[src/rtl/inst_fetch_queue.sv]
// Instruction fetch stage: owns the PC, reads the combinational instruction ROM
// and buffers fetched words with their PCs in a small FIFO towards issue.
module inst_fetch_queue #(
  parameter int          DEPTH     = 4,
  parameter int          ROM_BYTES = 100,
  parameter logic [31:0] RESET_PC  = 32'h0000_0000
) (
  input  logic                     clk,
  input  logic                     rst_n,
  output logic                     rom_nrd,
  output logic [31:0]              rom_addr,
  input  logic [31:0]              rom_data,
  output logic                     iq_valid,
  output logic [31:0]              iq_inst,
  output logic [31:0]              iq_pc,
  input  logic                     iq_ready,
  input  logic                     redirect,
  input  logic [31:0]              redirect_pc,
  output logic [$clog2(DEPTH):0]   count,
  output logic                     fetch_done
);

  localparam int AW = $clog2(DEPTH);
  localparam int CW = AW + 1;

  logic [31:0]   pc;
  logic [AW-1:0] wr_ptr;
  logic [AW-1:0] rd_ptr;
  logic [CW-1:0] cnt;
  logic [31:0]   mem_inst [DEPTH];
  logic [31:0]   mem_pc   [DEPTH];

  logic [32:0]   pc_end;
  logic          in_range;
  logic          full;
  logic          pop;
  logic          fetch_en;

  // End-of-ROM check is done in 33 bits so a PC near 2^32 cannot wrap into range.
  assign pc_end   = {1'b0, pc} + 33'd4;
  assign in_range = (pc_end <= 33'(ROM_BYTES));
  assign full     = (cnt == CW'(DEPTH));
  assign iq_valid = (cnt != '0);
  assign pop      = iq_valid & iq_ready;

  // A full queue may still fetch when its head leaves in the same cycle.
  assign fetch_en = rst_n & ~redirect & in_range & (~full | pop);

  assign rom_nrd    = ~fetch_en;
  assign rom_addr   = pc;
  assign count      = cnt;
  assign fetch_done = ~in_range & ~iq_valid;

  // Storage is not reset, so the head is masked to read zero when empty.
  assign iq_inst = iq_valid ? mem_inst[rd_ptr] : 32'h0;
  assign iq_pc   = iq_valid ? mem_pc[rd_ptr]   : 32'h0;

  always_ff @(posedge clk or negedge rst_n) begin
    if (!rst_n) begin
      pc     <= RESET_PC;
      wr_ptr <= '0;
      rd_ptr <= '0;
      cnt    <= '0;
    end else if (redirect) begin
      pc     <= {redirect_pc[31:2], 2'b00};
      wr_ptr <= '0;
      rd_ptr <= '0;
      cnt    <= '0;
    end else begin
      if (fetch_en) begin
        pc     <= pc + 32'd4;
        wr_ptr <= wr_ptr + AW'(1);
      end
      if (pop) begin
        rd_ptr <= rd_ptr + AW'(1);
      end
      case ({fetch_en, pop})
        2'b10:   cnt <= cnt + CW'(1);
        2'b01:   cnt <= cnt - CW'(1);
        default: cnt <= cnt;
      endcase
    end
  end

  always_ff @(posedge clk) begin
    if (fetch_en) begin
      mem_inst[wr_ptr] <= rom_data;
      mem_pc[wr_ptr]   <= pc;
    end
  end

endmodule

[config.mk]
export PLATFORM = sky130hd
export DESIGN_NAME = inst_fetch_queue
export DESIGN_NICKNAME = d
export VERILOG_FILES = /design/src/rtl/inst_fetch_queue.sv
export SDC_FILE = /design/constraint.sdc
export NUM_CORES = 1
export LEC_CHECK = 0
export CAP_MARGIN = 20
export CORE_ASPECT_RATIO = 1.25
export CORE_MARGIN = 2
export CORE_UTILIZATION = 59
export CTS_BUF_LIST = sky130_fd_sc_hd__clkbuf_4 sky130_fd_sc_hd__clkbuf_8 sky130_fd_sc_hd__clkbuf_16
export DETAILED_ROUTE_END_ITERATION = 16
export HOLD_SLACK_MARGIN = 0.02
export PLACE_DENSITY = 0.86
export SLEW_MARGIN = 20
export SYNTH_ARGS = -nofsm -noshare
export SYNTH_HDL_FRONTEND = slang
export SYNTH_SLANG_ARGS = --single-unit
[constraint.sdc]
create_clock -name clk -period 12 [get_ports clk]
set_input_delay 2.4 -clock clk [delete_from_list [all_inputs] [get_ports clk]]
set_output_delay 2.4 -clock clk [all_outputs]
set_load 0.01 [all_outputs]
## Word-level counts from Yosys, hierarchy flattened

Memories as Yosys holds them, arrays and structs flattened.
Cells that the tools add are included.

| cells by class | value |
|---|---|
| reductions and logical operators | 4 |
| bitwise operators | 11 |
| multiplexer cells | 12 |
| $add $sub $neg | 6 |
| eq/ne operators | 3 |
| order comparisons | 1 |

Operators with widths:

| cell | number |
|---|---|
| two-way mux 32 bit | 4 |
| adder 32 x 3 -> 33 bit (second input constant) | 1 |
| less-or-equal comparator 33 x 7 -> 1 bit (second input constant) | 1 |
| adder 32 x 3 -> 32 bit (second input constant) | 1 |
| two-way mux 2 bit | 4 |
| case mux 3 bit (2 select lines) | 1 |
| nonzero test 3 bit | 2 |
| bitwise AND 1 bit | 5 |
| NOT 1 bit | 5 |
| adder 2 x 1 -> 2 bit (second input constant) | 2 |
| nonzero test 2 bit | 2 |
| adder 3 x 1 -> 3 bit (second input constant) | 1 |
| == test 3 bit (second input constant) | 1 |
| two-way mux 3 bit | 1 |
| subtractor 3 x 1 -> 3 bit (second input constant) | 1 |
| == test 2 x 1 -> 1 bit (second input constant) | 1 |
| == test 2 bit (second input constant) | 1 |
| two-way mux 1 bit | 2 |
| OR 1 bit | 1 |

| word-level totals | value |
|---|---|
| output and inout bits | 102 |
| input bits | 68 |
| register bits | 39 |
| bits in writable memories | 256 |
| memories kept | 2 |

Memory list:

| name | depth | bits a word | read ports | clocked after memory_dff | write ports | line | source |
|---|---|---|---|---|---|---|---|
| mem_inst | 4 | 32 | 1 | 0 | 1 | 30 | `logic [31:0] mem_inst [DEPTH];` |
| mem_pc | 4 | 32 | 1 | 0 | 1 | 31 | `logic [31:0] mem_pc [DEPTH];` |

## Longest topological paths before layout

| logic depth | value |
|---|---|
| depth after elaboration | 7 |
| gate-level depth with buffers | 14 |

## Worst setup path after synthesis

No wires, ideal clock.

| timing | value |
|---|---|
| kind | in2out |
| from | input iq_ready |
| to | output rom_nrd |
| stages on the path | 5 |
| required time | 9,600 ps |
| arrival time | 3,618 ps |
| path slack | 5,982 ps |
| buffers on the path | 2 |
| cells stage by stage | or4b_2 > and2_1 > buf_6 > buf_4 > inv_1 |

| on the way | value |
|---|---|
| cells in the longest elaborated chain, start to end | 4 |

RTL lines:

| what | line | source |
|---|---|---|
| start, declared | 16 | `input logic iq_ready,` |
| bitwise AND 1 bit | 44 | `assign pop = iq_valid & iq_ready;` |
| OR 1 bit | 47 | `assign fetch_en = rst_n & ~redirect & in_range & (~full \| pop);` |
| bitwise AND 1 bit | 47 |  |
| NOT 1 bit | 49 | `assign rom_nrd = ~fetch_en;` |
| end, declared | 10 | `output logic rom_nrd,` |

Every way passes these cells.

## Final worst setup path

| timing | value |
|---|---|
| from | input rst_n |
| to | output rom_nrd |

| on the way | value |
|---|---|
| cells in the longest elaborated chain, start to end | 4 |

RTL lines:

| what | line | source |
|---|---|---|
| start, declared | 9 | `input logic rst_n,` |
| bitwise AND 1 bit (3 in series) | 47 |  |
| NOT 1 bit | 49 |  |

Every way passes these cells.

==> impl_metrics.ini <==
[clock_network]
clk_pin_slew_worst_paths_ps = 70
cts_max_level = 1
numCtsBuffers = 27
cts_tree = done
cts_hold_buf = 0
clk_latency_ps = 520
cts_root_buf = clkbuf_16
cts_setup_buffers = 0
cts_resized = 0
cts_sinks = 285
clockBufferDepth = 3

[floorplan]
core-area_um2 = 19500
die_height_um = 162
io_pins = 170
die_area_um2 = 21100
rows = 57
die_x_um = 130
start_util = 0.603

[layout]
final_nets = 890
areaGrowthSynthToFinish_pct = 24.0
insertedDiodeCount = 0
drive_gt1_frac = 0.188

[run_status]
status = finished, final reports clean

[global_route]
grt-ovfl-total = 0
first_global_vias = 6870
grt_max_degree = 67
grt_util_all_layers = 0.229
antenna_found_initial = 0
grt_pass1_wl_mm = 37.0

[routing]
wl_mm = 23.4
vias_per_cell = 5.98
vias = 6581
wl_per_cell_um = 21.3
drt_iter0_markers = 565
drtAntennaViolNets = 0
drt-pass1-iter-count = 5
route.detailed.drc = 0

[hold_path]
hold_end = wr_ptr[0]$_DFFE_PN0P_
hp-start = wr_ptr[0]$_DFFE_PN0P_
worstHoldPathCells = 2
hp-class = reg -> reg

[logic_synthesis]
synth_area_leaders = edfxtp_1 63%, mux4_2 12%, dfrtp_1 7.9%
yosysWarnings = 0
async_flop_share = 0.130
synthDistinctLibCells = 51
ys_seq_area_frac = 0.710
yosysMostFrequentCell = edfxtp_1
synth_common_cells = 248 x edfxtp_1, 64 x and2_1, 62 x mux4_2
ys_ff_latch = 285
syn-cell-area_um2 = 11800
ys.flop_type = edfxtp_1
synth_top_area_share = 0.632
synth_edf_count = 248
synthCells = 654
postSynthAreaPerCell_um2 = 18.0
synth_top_cell_by_area = edfxtp_1

[pwr]
power_mw = 2.77
p_leak_nw = 4.81
power_frac_seq = 0.419
irDropWorstVdd_mv = 0.240
power_frac_comb = 0.246
switching_share = 0.253
power_density_nw_per_um2 = 189
power.internal_mw = 2.07
power_frac_clock = 0.335
p_switching_mw = 0.699

[setup_path]
rr_worst_depth = 8
cp_max_fo = 38
path_cells = buf_2 -> nor2b_1 -> nand4_1 -> nor4_4 -> and2_1 -> inv_1 -> clkdlybuf4s50_1
max_stage_delay_ps = 660
worst_setup_path_start_kind = input port
reg2reg_from = rom_addr[2]$_DFFE_PN0P_
end_kind = primary output
cp.required_ps = 9600
arrival_ps = 4970
reg2reg_to = mem_inst[3][20]$_DFFE_PP_
cpMaxStageDelayCell = buf_2
crit_type = in -> out
r2r_slack_ps = 7940

[placed_design]
io_buffers = 163
routabilityCongestion = 0.833
hpwl_mm = 13.7

[timing]
period_needed_ps = 7370
max_slew_margin = 0.340
tightest_slew_ps = 990
finalCritPeriodShare = 0.614
setup_tns_ps = 0
setup_viol = 0
rsz0062_at_grt = no
whs_ps = 607
slew_violations = 0
hold_viol_final = 0
fin_skew_ps = 11.8
fmax_ghz = 0.136

[run]
cap_violations = 0
[worst max-delay path by stage]
stage / cells past startpoint / to / slack [ps] / start
after global routing: 7 / rom_nrd / 4370 / rst_n
after CTS: 7 / rom_nrd / 4620 / rst_n
final: 7 / rom_nrd / 4630 / rst_n
after global placement: 7 / rom_nrd / 4680 / rst_n
after detailed placement: 7 / rom_nrd / 4630 / rst_n
after floorplan: 5 / rom_nrd / 5980 / iq_ready
[critical path: cells and delay by family]
kind | cells | cell delay [ps]
AND/OR/NAND/NOR | 4 | 1280
buffers and inverters | 3 | 1260
[placed cells by master (no fill, tap or decap), types with 6 or more instances in the layout]
| cell | instances |
|---|---|
| edfxtp_1 | 248 |
| clkdlybuf4s50_1 | 161 |
| and2_1 | 64 |
| mux4_2 | 62 |
| dfrtp_1 | 35 |
| clkbuf_16 | 29 |
| mux2_2 | 26 |
| nand2_1 | 21 |
| nor2_1 | 20 |
| nand3_1 | 19 |
| inv_1 | 15 |
| nand4_1 | 14 |
| xor2_1 | 8 |
| ha_1 | 6 |
| clkinv_2 | 6 |
[registers in the layout, indices dropped and copies added, names as in the netlist]
register and count:
count 3, mem_inst 128, mem_pc 120, rd_ptr 2
rom_addr 30, wr_ptr 2
[power by group through the flow]
stage          logic, mW  registers, mW  clock network (mW)
2_1_floorplan      0.380           1.15                   0
3_3_place_gp       0.680           1.18                   0
3_5_place_dp       0.691           1.18                   0
4_1_cts            0.694           1.16               0.937
5_1_grt            0.735           1.17               0.978
6_report           0.682           1.16               0.926
[layout make-up]
| cell class | instances | area [µm²] |
|---|---|---|
| sequential | 285 | 8380 |
| fill | 1162 | 4930 |
| multi-input combinational | 322 | 3230 |
| timing repair buffer | 164 | 1630 |
| clock buffer | 36 | 797 |
| tap | 265 | 332 |
| clock inverter | 13 | 193 |
| inverter | 15 | 56.3 |
[routing by layer]
layer,track usage,vias to the layer above,wire length (µm)
met1,0.303,3341,9290
met2,0.384,295,11900
met5,0,-,0
met3,0.0474,54,1740
li1,-,2891,-
met4,0.0745,0,518
[metrics by stage]
step | cell area [µm²] | instances | utilization | worst slack (ps)
6_report | 14600 | 1100 | 0.748 | 4630
5_1_grt | 14600 | 1100 | 0.748 | 4370
4_1_cts | 14600 | 1100 | 0.748 | 4620
3_5_place_dp | 13600 | 1051 | 0.697 | 4630
3_3_place_gp | 13600 | 1051 | 0.697 | 4680
2_1_floorplan | 11800 | 657 | - | 5980
[logic make-up after synthesis]
kind of cell,after synthesis,share of synthesized area
AND/OR/NAND/NOR,181,0.0899
other,1,0.000318
multiplexers,90,0.145
buffers and inverters,50,0.0190
XOR/XNOR,11,0.00817
adder cells (fa/ha/maj),7,0.00807
flip-flops,285,0.710
AO/OA/AOI/OAI,29,0.0188
Note: power is estimated with default switching activity, not from simulation.
==> patch 1: new RTL, config.mk and constraints unchanged <==
Make the reset (`rst_n`) synchronous in one clocked block.
--- a/src/rtl/inst_fetch_queue.sv
+++ b/src/rtl/inst_fetch_queue.sv
@@ -57,3 +57,3 @@
 
-  always_ff @(posedge clk or negedge rst_n) begin
+  always_ff @(posedge clk) begin
     if (!rst_n) begin
Check against the original RTL: differs if rst_n is asserted again (counterexample within 4 cycles, from zero or initial values and one cycle with rst_n low); with rst_n held inactive, the same outputs for 4 cycles.
==> patch 1 against the original RTL <==
Final area shrank 1.0%. Utilization down 0.50 points. Non-clock buffer count increased by 2. Area after synthesis fell by 0.76%. Worst setup slack worse by 0.14 ns. Sequential cell count up 2. Routed wire length is essentially flat. Critical path type unchanged. Highest routed layer unchanged.
Power is not compared: it rests on default switching activity, and its combinational part moved more than twofold at a synthesized area within 25%.
==> patch 1: results (changes against the original RTL) <==
routing:
  routed_wl_um: 23420  # about the same
  vias_per_cell: 5.875  # -1.8%
  drtIter0Drc: 583  # +3.2%
  wl_met3_um: 1514  # -13%
  drt-met1-wl_um: 9268  # -0.23%
  wl_met2_um: 12030  # +1.2%
  topRoutingLayerUsed: "met4"
final_layout:
  drive_gt1_frac: 0.1513  # -0.03669
  layoutNonFillerInstCount: 1124  # +2.2%
  largest_reg_flops: 128  # unchanged
  num_antenna_cells: 0  # unchanged
  fin_nets: 914  # +2.7%
  nFillCells: 1143  # -1.6%
pwr:
  max-vdd-ir-drop_v: 0.00009488
placed_design:
  place_hpwl_um: 14030  # +2.7%
  numPortBuffers: 163  # unchanged
  post-place-ws_ns: 4.519  # -0.1085 ns
  gp_congestion: 0.8606  # +3.4%
  placed_area_um2: 13560  # -0.48%
hold_path:
  hold_path_end: "rd_ptr[1]$_SDFFE_PP0P_"
  min-delay-start: "rd_ptr[1]$_SDFFE_PP0P_"
  hold_class: "flip-flop to flip-flop"
  min_path_cells: 2  # unchanged
global_route:
  antenna_found_initial: 0  # unchanged
  grtUsageTotal: 0.2283  # -0.0002309
  gr-usage-met2: 0.3884  # +0.004760
  met3_usage: 0.03809  # -0.009339
  gr-usage-met1: 0.3004  # -0.002740
  grt_max_degree: 68  # +1.5%
  grt_pass1_vias: 7065  # +2.8%
  grt_pass1_wl_um: 36970  # -0.13%
cts:
  htree_num_levels: 1  # unchanged
  root_buffer: "clkbuf_16"
  postCtsSetupRepairBufs: 0  # unchanged
  clk_pin_slew_worst_paths_ns: 0.06
  cts_buffer_depth: 3  # unchanged
  numCtsBuffers: 27  # unchanged
  clock_latency_ns: 0.52  # about the same
timing:
  clock-skew-final_ns: 0.01079  # -0.001008 ns
  max-slew-margin-rel: 0.3552  # +0.01521
  hold_ws_ns: 0.5533  # -0.05367 ns
yosys:
  seq_area_frac_synth: 0.7034  # -0.006937
  ys_top_cells_by_count: "edfxtp_1 (248), and2_1 (67), mux4_2 (62)"
  yosysWarningCount: 0  # unchanged
  async_flop_share: 0  # -0.1298
  synthDistinctLibCells: 57  # +12%
  yosys-top-cells-area: "edfxtp_1 (64%), mux4_2 (12%), dfxtp_1 (6.7%)"
  postSynthAreaPerCell_um2: 17.33  # -3.9%
critical_path:
  crit_family: "buffers and inverters"
  r2r_slack_ns: 7.20  # -0.74 ns
  cp_max_fo: 26  # -32%
  slowest_stage: "clkinv_1"
  cp-end-kind: "primary output"
  max_stage_delay_ns: 0.61  # -0.05 ns
  arrival_ns: 5.10  # +0.13 ns
  regToRegStartpoint: "rom_addr[2]$_SDFFE_PN0P_"
  r2r_end: "mem_inst[2][18]$_DFFE_PP_"
  rr_worst_depth: 9  # +1
run_status:
  status: "completed"
==> patch 1: cell count changes in the layout (fill, tap and decap cells not counted), moves of 6 or more <==
cell,unedited run,this run
dfxtp_1,0,37
dfrtp_1,35,0
mux2i_1,1,28
mux2_2,26,0
nor2_1,20,36
nand2_1,21,11
nor3_1,3,13
a21oi_1,2,9
a31oi_1,0,7
xnor2_1,3,9
==> patch 1: kinds of logic after synthesis <==
| family | count (synthesis) | synth area share |
|---|---|---|
| XOR/XNOR | 13 | 0.009734 |
| flip-flops | 287 | 0.7034 |
| AO/OA/AOI/OAI | 48 | 0.02920 |
| multiplexers | 90 | 0.1433 |
| other | 1 | 0.0003206 |
| buffers and inverters | 52 | 0.01893 |
| adder cells (fa/ha/maj) | 7 | 0.008129 |
| AND/OR/NAND/NOR | 177 | 0.08696 |
==> patch 1: power by group <==
part           internal [mW]  leakage [nW]  switching, mW
Clock                  0.505         0.455          0.343
Sequential              1.09          2.55         0.0193
Combinational         0.0455          1.69         0.0360
==> patch 1: how the worst max path moves through the flow <==
| stage | endpoint | start | slack (ns) |
|---|---|---|---|
| 5_1_grt | rom_nrd | rst_n | 4.29 |
| 3_5_place_dp | rom_nrd | rst_n | 4.52 |
| 4_1_cts | rom_nrd | rst_n | 4.51 |
| 3_3_place_gp | rom_nrd | rst_n | 4.64 |
| 2_1_floorplan | rom_nrd | redirect | 6.36 |
| 6_report | rom_nrd | rst_n | 4.50 |
==> patch 1: final cells by class <==
type                       instances  area (um^2)  area share
multi-input combinational        339         3274      0.2264
clock buffer                      35        748.2     0.05173
timing repair buffer             166         1654      0.1144
inverter                          18        67.56    0.004672
sequential                       287         8235      0.5694
tap                              265        331.6     0.02293
clock inverter                    14        151.4     0.01047
==> patch 2: new RTL, same settings <==
Made on the original files. Set the parameter `DEPTH` to 8 (it was 4).
--- a/src/rtl/inst_fetch_queue.sv
+++ b/src/rtl/inst_fetch_queue.sv
@@ -3,3 +3,3 @@
 module inst_fetch_queue #(
-  parameter int          DEPTH     = 4,
+  parameter int          DEPTH     = 8,
   parameter int          ROM_BYTES = 100,
Interface: changed (resized count); port bits go from 170 to 171. The function was not compared with the original's and may differ.
==> patch 2 against the original RTL <==
Routed wire length is 97% higher. Count of clock-buffer cells in the layout is 24 higher. Sequential cell count up 251. Worst setup slack improved by 0.17 ns. Synthesized cell count is 64% higher. Area after synthesis grew 82%. Final cell count increased by 61%. Clock power rose by 70%. Register-to-register slack worse by 0.57 ns. Final area grew 73%. Total power up 57%. Combinational power down 6.0%. Critical path type unchanged. Critical endpoint unchanged.
==> patch 2: results (changes against the original RTL) <==
yosys:
  yosys-top-cells-area: "edfxtp_1 (69%), mux4_2 (13%), dfrtp_1 (4.7%)"
  synth_flop_cell: "edfxtp_1"
  postSynthAreaPerCell_um2: 19.98  # +11%
  ys_top_cells_by_count: "edfxtp_1 (496), mux4_2 (124), nor2_1 (75)"
  synthDistinctLibCells: 67  # +31%
  async_flop_share: 0.07463  # -0.05520
  seq_area_frac_synth: 0.7401  # +0.02978
  synth_edf_count: 496  # +100%
placed_design:
  post-place-ws_ns: 4.796  # +0.1687 ns
  place_hpwl_um: 22880  # +68%
  placed_area_um2: 23650  # +74%
  gp_congestion: 0.8530  # +2.5%
  numPortBuffers: 164  # +0.61%
  dp.cells: 1679  # +60%
pwr:
  max-vdd-ir-drop_v: 0.0001277  # -47%
  leakagePower_nw: 7.906  # +64%
cts:
  root_buffer: "clkbuf_16"
  postCtsSetupRepairBufs: 0  # unchanged
  htree_num_levels: 2  # +1
  cts.repair.resized: 0  # unchanged
  numCtsBuffers: 49  # +81%
  clock_latency_ns: 0.57  # +0.05 ns
timing:
  max-slew-margin-rel: 0.2318  # -0.1081
  hold_ws_ns: 0.6839  # +0.07688 ns
  clock-skew-final_ns: 0.01796  # +0.006158 ns
  setup_tns_ns: 0  # unchanged
final_layout:
  fin_nets: 1325  # +49%
  drive_gt1_frac: 0.2102  # +0.02222
  largest_reg_flops: 256  # +100%
  nFillCells: 2126  # +83%
  area_delta_synth_final_pct: 17.70
critical_path:
  rr_worst_depth: 10  # +2
  r2r_end: "mem_inst[2][6]$_DFFE_PP_"
  r2r_slack_ns: 7.37  # -0.57 ns
  arrival_ns: 4.79  # -0.18 ns
  cp_max_fo: 41  # +7.9%
  regToRegStartpoint: "rom_addr[2]$_DFFE_PN0N_"
hold_path:
  hold_path_end: "count[1]$_DFFE_PN0P_"
  min-delay-start: "count[1]$_DFFE_PN0P_"
  min_path_cells: 2  # unchanged
routing:
  vias_per_cell: 6.381  # +6.7%
  via_count: 11300  # +72%
  routed_wl_um: 46230  # +97%
  drtIter0Drc: 1565  # +180%
global_route:
  antenna_found_initial: 1  # +1
  grt_pass1_wl_um: 70030  # +89%
  grt_pass1_vias: 11840  # +72%
  grtUsageTotal: 0.2468  # +0.01819
  grt_max_degree: 73  # +9.0%
run_status:
  status: "completed"
-- patch 2: cell count changes in the layout (fill, tap and decap cells not counted), sizes merged, moves of 14 or more --
cell	delta
clkbuf	+24
clkinv	+14
mux2i	+62
nor2	+55
edfxtp	+248
mux4	+62
and2	-59
-- patch 2: how the worst max path moves through the flow --
| stage | startpoint | endpoint | slack [ns] | depth (start not counted) |
|---|---|---|---|---|
| after floorplan | redirect | mem_inst[1][0]$_DFFE_PP_ | 2.14 | 7 |
| after global placement | rst_n | rom_nrd | 4.88 | 6 |
| after global routing | rst_n | rom_nrd | 4.60 | 6 |
| after CTS | rst_n | rom_nrd | 4.78 | 6 |
| final | rst_n | rom_nrd | 4.81 | 6 |
| after detailed placement | rst_n | rom_nrd | 4.80 | 6 |
-- patch 2: report_power, final --
group | switching, mW | internal (mW)
registers | 0.0767 | 2.06
logic | 0.294 | 0.346
clock network | 0.661 | 0.905
total | 1.03 | 3.32
-- patch 2: per-stage QoR --
step	util	total power [mW]
after floorplan	-	2.524
after global placement	0.6550	2.810
after detailed placement	0.6550	2.821
after CTS	0.6999	4.371
after global routing	0.7001	4.481
final	0.7001	4.348
-- patch 2: cell type report --
cell class | count | area (um^2) | area share
clock inverters | 30 | 277.8 | 0.01099
repair buffers | 178 | 1740 | 0.06885
diodes | 1 | 2.502 | 0.00009899
clock buffers | 60 | 1344 | 0.05316
well taps | 480 | 600.6 | 0.02376
flip-flops and latches | 536 | 15910 | 0.6292
inverters | 13 | 48.80 | 0.001930
multi-input cells | 472 | 5359 | 0.2120
-- patch 2: cell families (layout without fill, tap and decap cells) --
kind of cell,count (synthesis),count (layout),share of synthesized area
buf+inv,70,281,0.01340
other cells,1,5,0.0001746
simple gates,181,181,0.04468
flops,536,536,0.7401
compound gates,58,58,0.01998
mux,213,213,0.1736
fa+ha+maj,7,7,0.004428
xor+xnor,9,9,0.003670
-- patch 2: layer usage --
metal	GRT usage	wire length, um
met2	0.4155	23480
met5	0	0
met4	0.09333	1785
met1	0.3319	17410
met3	0.03634	3555
-- patch 2: critical path, cell delays in order --
cell and delay (ns):
buf_2 0.69, nor2b_1 0.50, o21ai_0 0.20, nor4_2 0.21
nand2_2 0.23, clkdlybuf4s50_1 0.55
